**src/rtl/bcd_seg_formatter.sv**
```systemverilog
// rtl/bcd_seg_formatter.sv - sequential double-dabble BCD conversion to active-low 4-digit seven-segment bus
module bcd_seg_formatter #(
    parameter bit LZ_BLANK_DEFAULT = 1'b1
) (
    input  logic        clk,
    input  logic        reset_n,
    input  logic        load,
    input  logic [13:0] value,
    input  logic        lz_blank,
    output logic        busy,
    output logic        done,
    output logic        overflow,
    output logic [27:0] sev_seg_data
);

    typedef enum logic [1:0] {
        IDLE   = 2'd0,
        SHIFT  = 2'd1,
        ENCODE = 2'd2
    } state_t;

    localparam logic [6:0] SEG_BLANK = 7'b1111111;
    localparam logic [6:0] SEG_DASH  = 7'b0111111;

    state_t      state_q, state_d;
    logic [13:0] bin_q, bin_d;
    logic [15:0] bcd_q, bcd_d;
    logic [3:0]  cnt_q, cnt_d;
    logic        lzb_q, lzb_d;
    logic        ovf_pend_q, ovf_pend_d;
    logic        overflow_q, overflow_d;
    logic        done_q, done_d;
    logic [27:0] sev_q, sev_d;
    logic [15:0] bcd_adj;
    logic [27:0] sev_enc;
    logic        unused_lz_default;

    assign unused_lz_default = LZ_BLANK_DEFAULT;

    function automatic logic [6:0] seg_of(input logic [3:0] d);
        case (d)
            4'd0:    seg_of = 7'b1000000;
            4'd1:    seg_of = 7'b1111001;
            4'd2:    seg_of = 7'b0100100;
            4'd3:    seg_of = 7'b0110000;
            4'd4:    seg_of = 7'b0011001;
            4'd5:    seg_of = 7'b0010010;
            4'd6:    seg_of = 7'b0000010;
            4'd7:    seg_of = 7'b1111000;
            4'd8:    seg_of = 7'b0000000;
            4'd9:    seg_of = 7'b0010000;
            default: seg_of = SEG_BLANK;
        endcase
    endfunction

    function automatic logic [3:0] dabble(input logic [3:0] n);
        dabble = (n >= 4'd5) ? n + 4'd3 : n;
    endfunction

    always_comb begin
        bcd_adj = {dabble(bcd_q[15:12]), dabble(bcd_q[11:8]),
                   dabble(bcd_q[7:4]),   dabble(bcd_q[3:0])};
    end

    // A digit blanks only while every digit to its left is also zero.
    always_comb begin
        logic blank3, blank2, blank1;
        blank3  = lzb_q && (bcd_q[15:12] == 4'd0);
        blank2  = blank3 && (bcd_q[11:8] == 4'd0);
        blank1  = blank2 && (bcd_q[7:4] == 4'd0);
        sev_enc = {blank3 ? SEG_BLANK : seg_of(bcd_q[15:12]),
                   blank2 ? SEG_BLANK : seg_of(bcd_q[11:8]),
                   blank1 ? SEG_BLANK : seg_of(bcd_q[7:4]),
                   seg_of(bcd_q[3:0])};
        if (ovf_pend_q) begin
            sev_enc = {4{SEG_DASH}};
        end
    end

    always_comb begin
        state_d    = state_q;
        bin_d      = bin_q;
        bcd_d      = bcd_q;
        cnt_d      = cnt_q;
        lzb_d      = lzb_q;
        ovf_pend_d = ovf_pend_q;
        overflow_d = overflow_q;
        sev_d      = sev_q;
        done_d     = 1'b0;
        case (state_q)
            IDLE: begin
                if (load) begin
                    bin_d      = value;
                    lzb_d      = lz_blank;
                    ovf_pend_d = (value > 14'd9999);
                    bcd_d      = 16'd0;
                    cnt_d      = 4'd0;
                    state_d    = SHIFT;
                end
            end
            SHIFT: begin
                {bcd_d, bin_d} = {bcd_adj[14:0], bin_q, 1'b0};
                cnt_d          = cnt_q + 4'd1;
                if (cnt_q == 4'd13) begin
                    state_d = ENCODE;
                end
            end
            ENCODE: begin
                sev_d      = sev_enc;
                overflow_d = ovf_pend_q;
                done_d     = 1'b1;
                state_d    = IDLE;
            end
            default: state_d = IDLE;
        endcase
    end

    always_ff @(posedge clk or negedge reset_n) begin
        if (!reset_n) begin
            state_q    <= IDLE;
            bin_q      <= 14'd0;
            bcd_q      <= 16'd0;
            cnt_q      <= 4'd0;
            lzb_q      <= 1'b0;
            ovf_pend_q <= 1'b0;
            overflow_q <= 1'b0;
            done_q     <= 1'b0;
            sev_q      <= 28'hFFFFFFF;
        end else begin
            state_q    <= state_d;
            bin_q      <= bin_d;
            bcd_q      <= bcd_d;
            cnt_q      <= cnt_d;
            lzb_q      <= lzb_d;
            ovf_pend_q <= ovf_pend_d;
            overflow_q <= overflow_d;
            done_q     <= done_d;
            sev_q      <= sev_d;
        end
    end

    assign busy         = (state_q != IDLE);
    assign done         = done_q;
    assign overflow     = overflow_q;
    assign sev_seg_data = sev_q;

endmodule

```
**config.mk**
```make
export PLATFORM = sky130hd
export DESIGN_NAME = bcd_seg_formatter
export DESIGN_NICKNAME = d
export VERILOG_FILES = /design/src/rtl/bcd_seg_formatter.sv
export SDC_FILE = /design/constraint.sdc
export NUM_CORES = 1
export LEC_CHECK = 0
export CORE_MARGIN = 2
export CORE_UTILIZATION = 55
export DETAILED_ROUTE_END_ITERATION = 7
export PLACE_DENSITY = 0.8
export SETUP_SLACK_MARGIN = 0.1
export SYNTH_ARGS = -nofsm -noshare
export SYNTH_HDL_FRONTEND = slang
export SYNTH_SLANG_ARGS = --single-unit
```
**constraint.sdc**
```tcl
create_clock -name clk -period 2.02 [get_ports clk]
set_input_delay 0.202 -clock clk [delete_from_list [all_inputs] [get_ports clk]]
set_output_delay 0.202 -clock clk [all_outputs]
set_load 0.03 [all_outputs]
```
# Word-level counts from Yosys, hierarchy flattened
# Memory sizes are Yosys's and may differ from the RTL's.
# Index checks and enable logic that the tools add are counted.
[op_classes]
n_addsub = 5
order_cmp = 5
eq_ne = 5
n_mux = 18
n_reduce_logical = 12
[op_table]
columns = ["op", "count"]
rows = [
  ["one-hot mux 16 bit (2 select lines)", 1],
  ["2-to-1 mux 28 bit", 1],
  ["one-hot mux 14 bit (2 select lines)", 1],
  ["2-to-1 mux 7 bit", 3],
  ["greater-or-equal comparator 4 x 3 -> 1 bit (second input constant)", 4],
  ["2-to-1 mux 16 bit", 1],
  ["2-to-1 mux 4 bit", 4],
  ["> comparator 14 bit (second input constant)", 1],
  ["2-to-1 mux 14 bit", 1],
  ["adder 4 x 2 -> 4 bit (second input constant)", 3],
  ["logical NOT 4 bit", 3],
  ["one-hot mux 4 bit (2 select lines)", 1],
  ["AND reduction 2 bit", 3],
  ["adder 4 x 1 -> 4 bit (second input constant)", 1],
  ["equality test 4 bit (second input constant)", 1],
  ["2-to-1 mux 2 bit", 2],
  ["inequality test 2 bit (second input constant)", 2],
  ["one-hot mux 2 bit (2 select lines)", 1],
  ["nonzero test 2 bit", 2],
  ["adder 3 x 2 -> 3 bit (second input constant)", 1],
  ["logical AND 1 bit", 3],
  ["2-to-1 mux 3 bit", 1],
  ["equality test 2 x 1 -> 1 bit (second input constant)", 1],
  ["equality test 2 bit (second input constant)", 1],
  ["other kinds (2)", 2],
]
[totals]
ff_bits = 68
mem_bits_ro = 448
in_bits = 18
output_inout_bits = 31
n_memories = 4
[memory_table]
columns = ["memory", "words", "width", "rd", "rd_clocked_by_memory_dff", "wr", "line_no", "rtl"]
rows = [
  ["(name not given)", 16, 7, 1, 0, 0, "41", "case (d)"],
  ["(name not given)", 16, 7, 1, 0, 0, "41", ""],
  ["(name not given)", 16, 7, 1, 0, 0, "41", ""],
  ["(name not given)", 16, 7, 1, 0, 0, "41", ""],
]

# Depth between registers and ports, before layout
[depth]
ltp_word = 6
ltp_mapped = 6
depth_no_buf = 6

# Least setup slack after synthesis
# Ideal clock, no wire load.
[synth_path]
path_kind = "register -> register"
start = "register bcd_q[12]"
end = "register sev_q[10] (netlist: sev_seg_data[10])"
setup_time_ns = 0.060
arrival_ns = 1.494
required_time_ns = 1.960
path_slack_ns = 0.466
path_stages_with_launch = 7
n_path_buf = 0
cell_sequence = "dfrtp_1 inv_1 ha_1 and4bb_4 nand4_2 nand3b_1 o22a_1"
[synth_between]
elab_chain_cells = 6
[synth_lines]
columns = ["element", "line_no", "rtl"]
rows = [
  ["from (decl)", "27", "logic [15:0] bcd_q, bcd_d;"],
  ["from (signal assigned)", "122", "bcd_q <= 16'd0;"],
  ["from (signal assigned)", "132", "bcd_q <= bcd_d;"],
  ["logical NOT 4 bit", "68", "blank3 = lzb_q && (bcd_q[15:12] == 4'd0);"],
  ["logical AND 1 bit", "68", ""],
  ["logical AND 1 bit", "69", "blank2 = blank3 && (bcd_q[11:8] == 4'd0);"],
  ["logical AND 1 bit", "70", "blank1 = blank2 && (bcd_q[7:4] == 4'd0);"],
  ["2-to-1 mux 7 bit", "73", "blank1 ? SEG_BLANK : seg_of(bcd_q[7:4]),"],
  ["2-to-1 mux 28 bit", "75", "if (ovf_pend_q) begin"],
  ["to (signal assigned)", "138", "sev_q <= sev_d;"],
  ["to (decl)", "33", "logic [27:0] sev_q, sev_d;"],
]
# No other way between the ends.
# A chain may end at the register's enable or synchronous reset.

# Worst setup path in the final report
# Same ends and word-level chain as after synthesis.

==> results.cfg <==
[outcome]
status = finished clean

[worst_setup_path]
cp.depth = 6
path_class = flop to flop
critPathMaxFanout = 7
end_kind = flop
required_ns = 2.30
slowest_delay_ns = 0.43
r2r-end = sev_seg_data[10]$_DFFE_PN1P_
reg2reg_depth = 6
crit_chain = inv_1 -> ha_1 -> and4bb_4 -> nand4_2 -> nand3b_1 -> o22a_1
arrival_ns = 2.07
crit_buf_inv = 1
reg2reg_from = bcd_q[12]$_DFFE_PN0P_
crit_family = simple AND/OR/NAND/NOR gates
cp-start-kind = flop
startpoint = bcd_q[12]$_DFFE_PN0P_
critPathSlowestCell = dfrtp_1
ff2ff_setup_slack_ns = 0.22
endpoint = sev_seg_data[10]$_DFFE_PN1P_

[clock_tree]
clk_latency_ns = 0.33
h-tree-depth = 3
clock_tree.buffer_depth = 2
cts_buffers = 9
postCtsSetupBuffers = 0
clk_pin_slew_worst_paths_ns = 0.07
cts_root_buf = clkbuf_8
cts_num_sinks = 68
tritoncts = done

[final_layout]
area_growth_pct = 20.5
diodes = 0
drive_above_1_share_pct = 13.9
nets = 480
final_util_pct = 69.4
fill_cells = 505

[timing]
finalMaxSlewViolations = 0
setup_viol = 0
fin_crit_sh_pct = 88.9
slew-limit-headroom_pct = 61.0
rsz0062_at_grt = no
tightest_slew_ns = 0.585
hold_violations = 0
layout_min_cycle_time_ns = 1.80
fmax_ghz = 0.557
setup-tns-final_ns = 0
skew_ns = 0.00601

[synthesis]
synth_top_cell_area_share_pct = 27.1
syn-mean-instance-area_um2 = 9.46
synth_area_leaders = dfrtp_1 27%, dfstp_2 20%, ha_1 7.4%
synth-main-ff-cell = dfrtp_1
syn_nets = 431
yosysMostFrequentCell = nor2_1
synth-seq-area-share_pct = 47.0
ys_seq_elements = 68
synthTopCellsByCount = 53 x nor2_1, 40 x dfrtp_1, 29 x a21oi_1, 29 x o21ai_0
synthCells = 391
yosys.area.top_type = dfrtp_1
synth_area_um2 = 3700
synth_edf_count = 0
yosysWarnings = 0
synth_cell_types = 51
asyncSetResetFlopFracSynth_pct = 100

[global_routing]
grt_use_total_pct = 23.2
grt_max_degree = 47
grt_pass1_wl_um = 13400
antenna_found_initial = 0
grt_overflow_total = 0
grt_pass1_vias = 2940

[min_path]
hold_class = primary input to async pin

[die]
start_util_pct = 57.6
die_height_um = 86.0
ios = 49
coreArea_um2 = 6420
rows = 29
dieArea_um2 = 7390
die_w_um = 86.0

[route]
dr_total_vias = 2992
drt-vias-per-instance = 5.73
drc_errors = 0
post_drt_wl_per_cell_um = 14.9
drtAntennaViolNets = 0
dr.pass1.iters = 4
first_iter_violations = 143
totalWireLength_um = 7800

[placement]
hpwl_um = 5600
gp_congestion = 1.02
port_buffers = 48

[pwr]
peakVddDrop_v = 0.000832
p_leak_nw = 1.87
power_mw = 7.93
power_density_nw_per_um2 = 1780

[job]
drv_cap = 0
==> area by class of cell <==
| type | instances | area, um^2 | area share, % |
|---|---|---|---|
| timing repair buffer | 60 | 579 | 13.0 |
| clock inverter | 1 | 30.0 | 0.674 |
| inverter | 21 | 78.8 | 1.77 |
| tap | 77 | 96.3 | 2.16 |
| multi-input combinational | 280 | 1760 | 39.5 |
| clock buffer | 15 | 176 | 3.96 |
| sequential | 68 | 1740 | 39.0 |
==> routing by layer <==
layer	part of all wire (%)	vias up	global-route usage, %
met3	4.6	7	4.33
li1	-	1489	-
met4	1.0	0	9.38
met1	48	1422	31.6
met2	47	74	36.6
met5	0	-	0
==> worst min-delay path by stage <==
stage / start / endpoint / slack (ns) / cells past startpoint
floorplan: reset_n / bcd_q[0]$_DFFE_PN0P_ / -0.09 / 0
global placement: reset_n / overflow$_DFFE_PN0P_ / 0.21 / 1
detailed placement: reset_n / done$_DFF_PN0_ / 0.22 / 1
CTS: value[0] / bin_q[0]$_DFFE_PN0P_ / 0.38 / 3
global route: lz_blank / lzb_q$_DFFE_PN0P_ / 0.40 / 3
finish: reset_n / done$_DFF_PN0_ / 0.39 / 2
==> state kept, by name, summed over array words and instances, names as in the netlist <==
name          flops
sev_seg_data     28
bcd_q            16
bin_q            14
cnt_q             4
state_q           2
done              1
lzb_q             1
overflow          1
ovf_pend_q        1
==> metrics by stage <==
| step | hold WS [ns] | setup slack, ns | instances | cell area, um^2 |
|---|---|---|---|---|
| 2_1_floorplan | -0.0936 | 0.466 | 391 | 3700 |
| 3_3_place_gp | 0.207 | 0.335 | 505 | 4240 |
| 3_5_place_dp | 0.216 | 0.248 | 505 | 4240 |
| 4_1_cts | 0.384 | 0.227 | 522 | 4460 |
| 5_1_grt | 0.402 | 0.104 | 522 | 4460 |
| 6_report | 0.394 | 0.224 | 522 | 4460 |
==> cells by family after synthesis <==
kind of cell	after synthesis	share of synthesized area, %
mux	7	1.93
fa+ha+maj	22	7.44
compound gates	112	19.0
xor+xnor	6	1.42
flops	68	47.0
buf+inv	43	5.48
simple gates	133	17.8
==> layout by cell type, fill, tap and decap left out, types with 4 or more instances in the layout <==
cell type        netlist  layout
nor2_1                53      53
clkdlybuf4s50_1        0      46
dfrtp_1               40      40
o21ai_0               29      29
a21oi_1               29      29
nand2_1               28      28
dfstp_2               28      28
ha_1                  22      22
inv_1                 20      20
nand3_1               17      17
o22ai_1               13      13
o22a_1                12      12
clkbuf_8               0      12
buf_4                  0      10
nand2b_1               6       6
mux2i_1                6       6
nor3b_1                5       5
xnor2_1                5       5
nor3_1                 5       5
a211oi_1               4       4
o311ai_0               4       4
o21a_1                 4       4
==> report_power, final <==
group | switching [mW] | internal [mW]
Combinational | 2.21 | 1.76
Sequential | 0.651 | 2.16
Clock | 0.469 | 0.674
==> timing repair <==
item / in CTS / in global routing
hold buffers: 1 / 0
hold endpoints to repair: 3 / 0
setup endpoints to repair: 1 / 0
resized for setup: 1 / 0
Note: power is estimated with default switching activity, not from simulation.
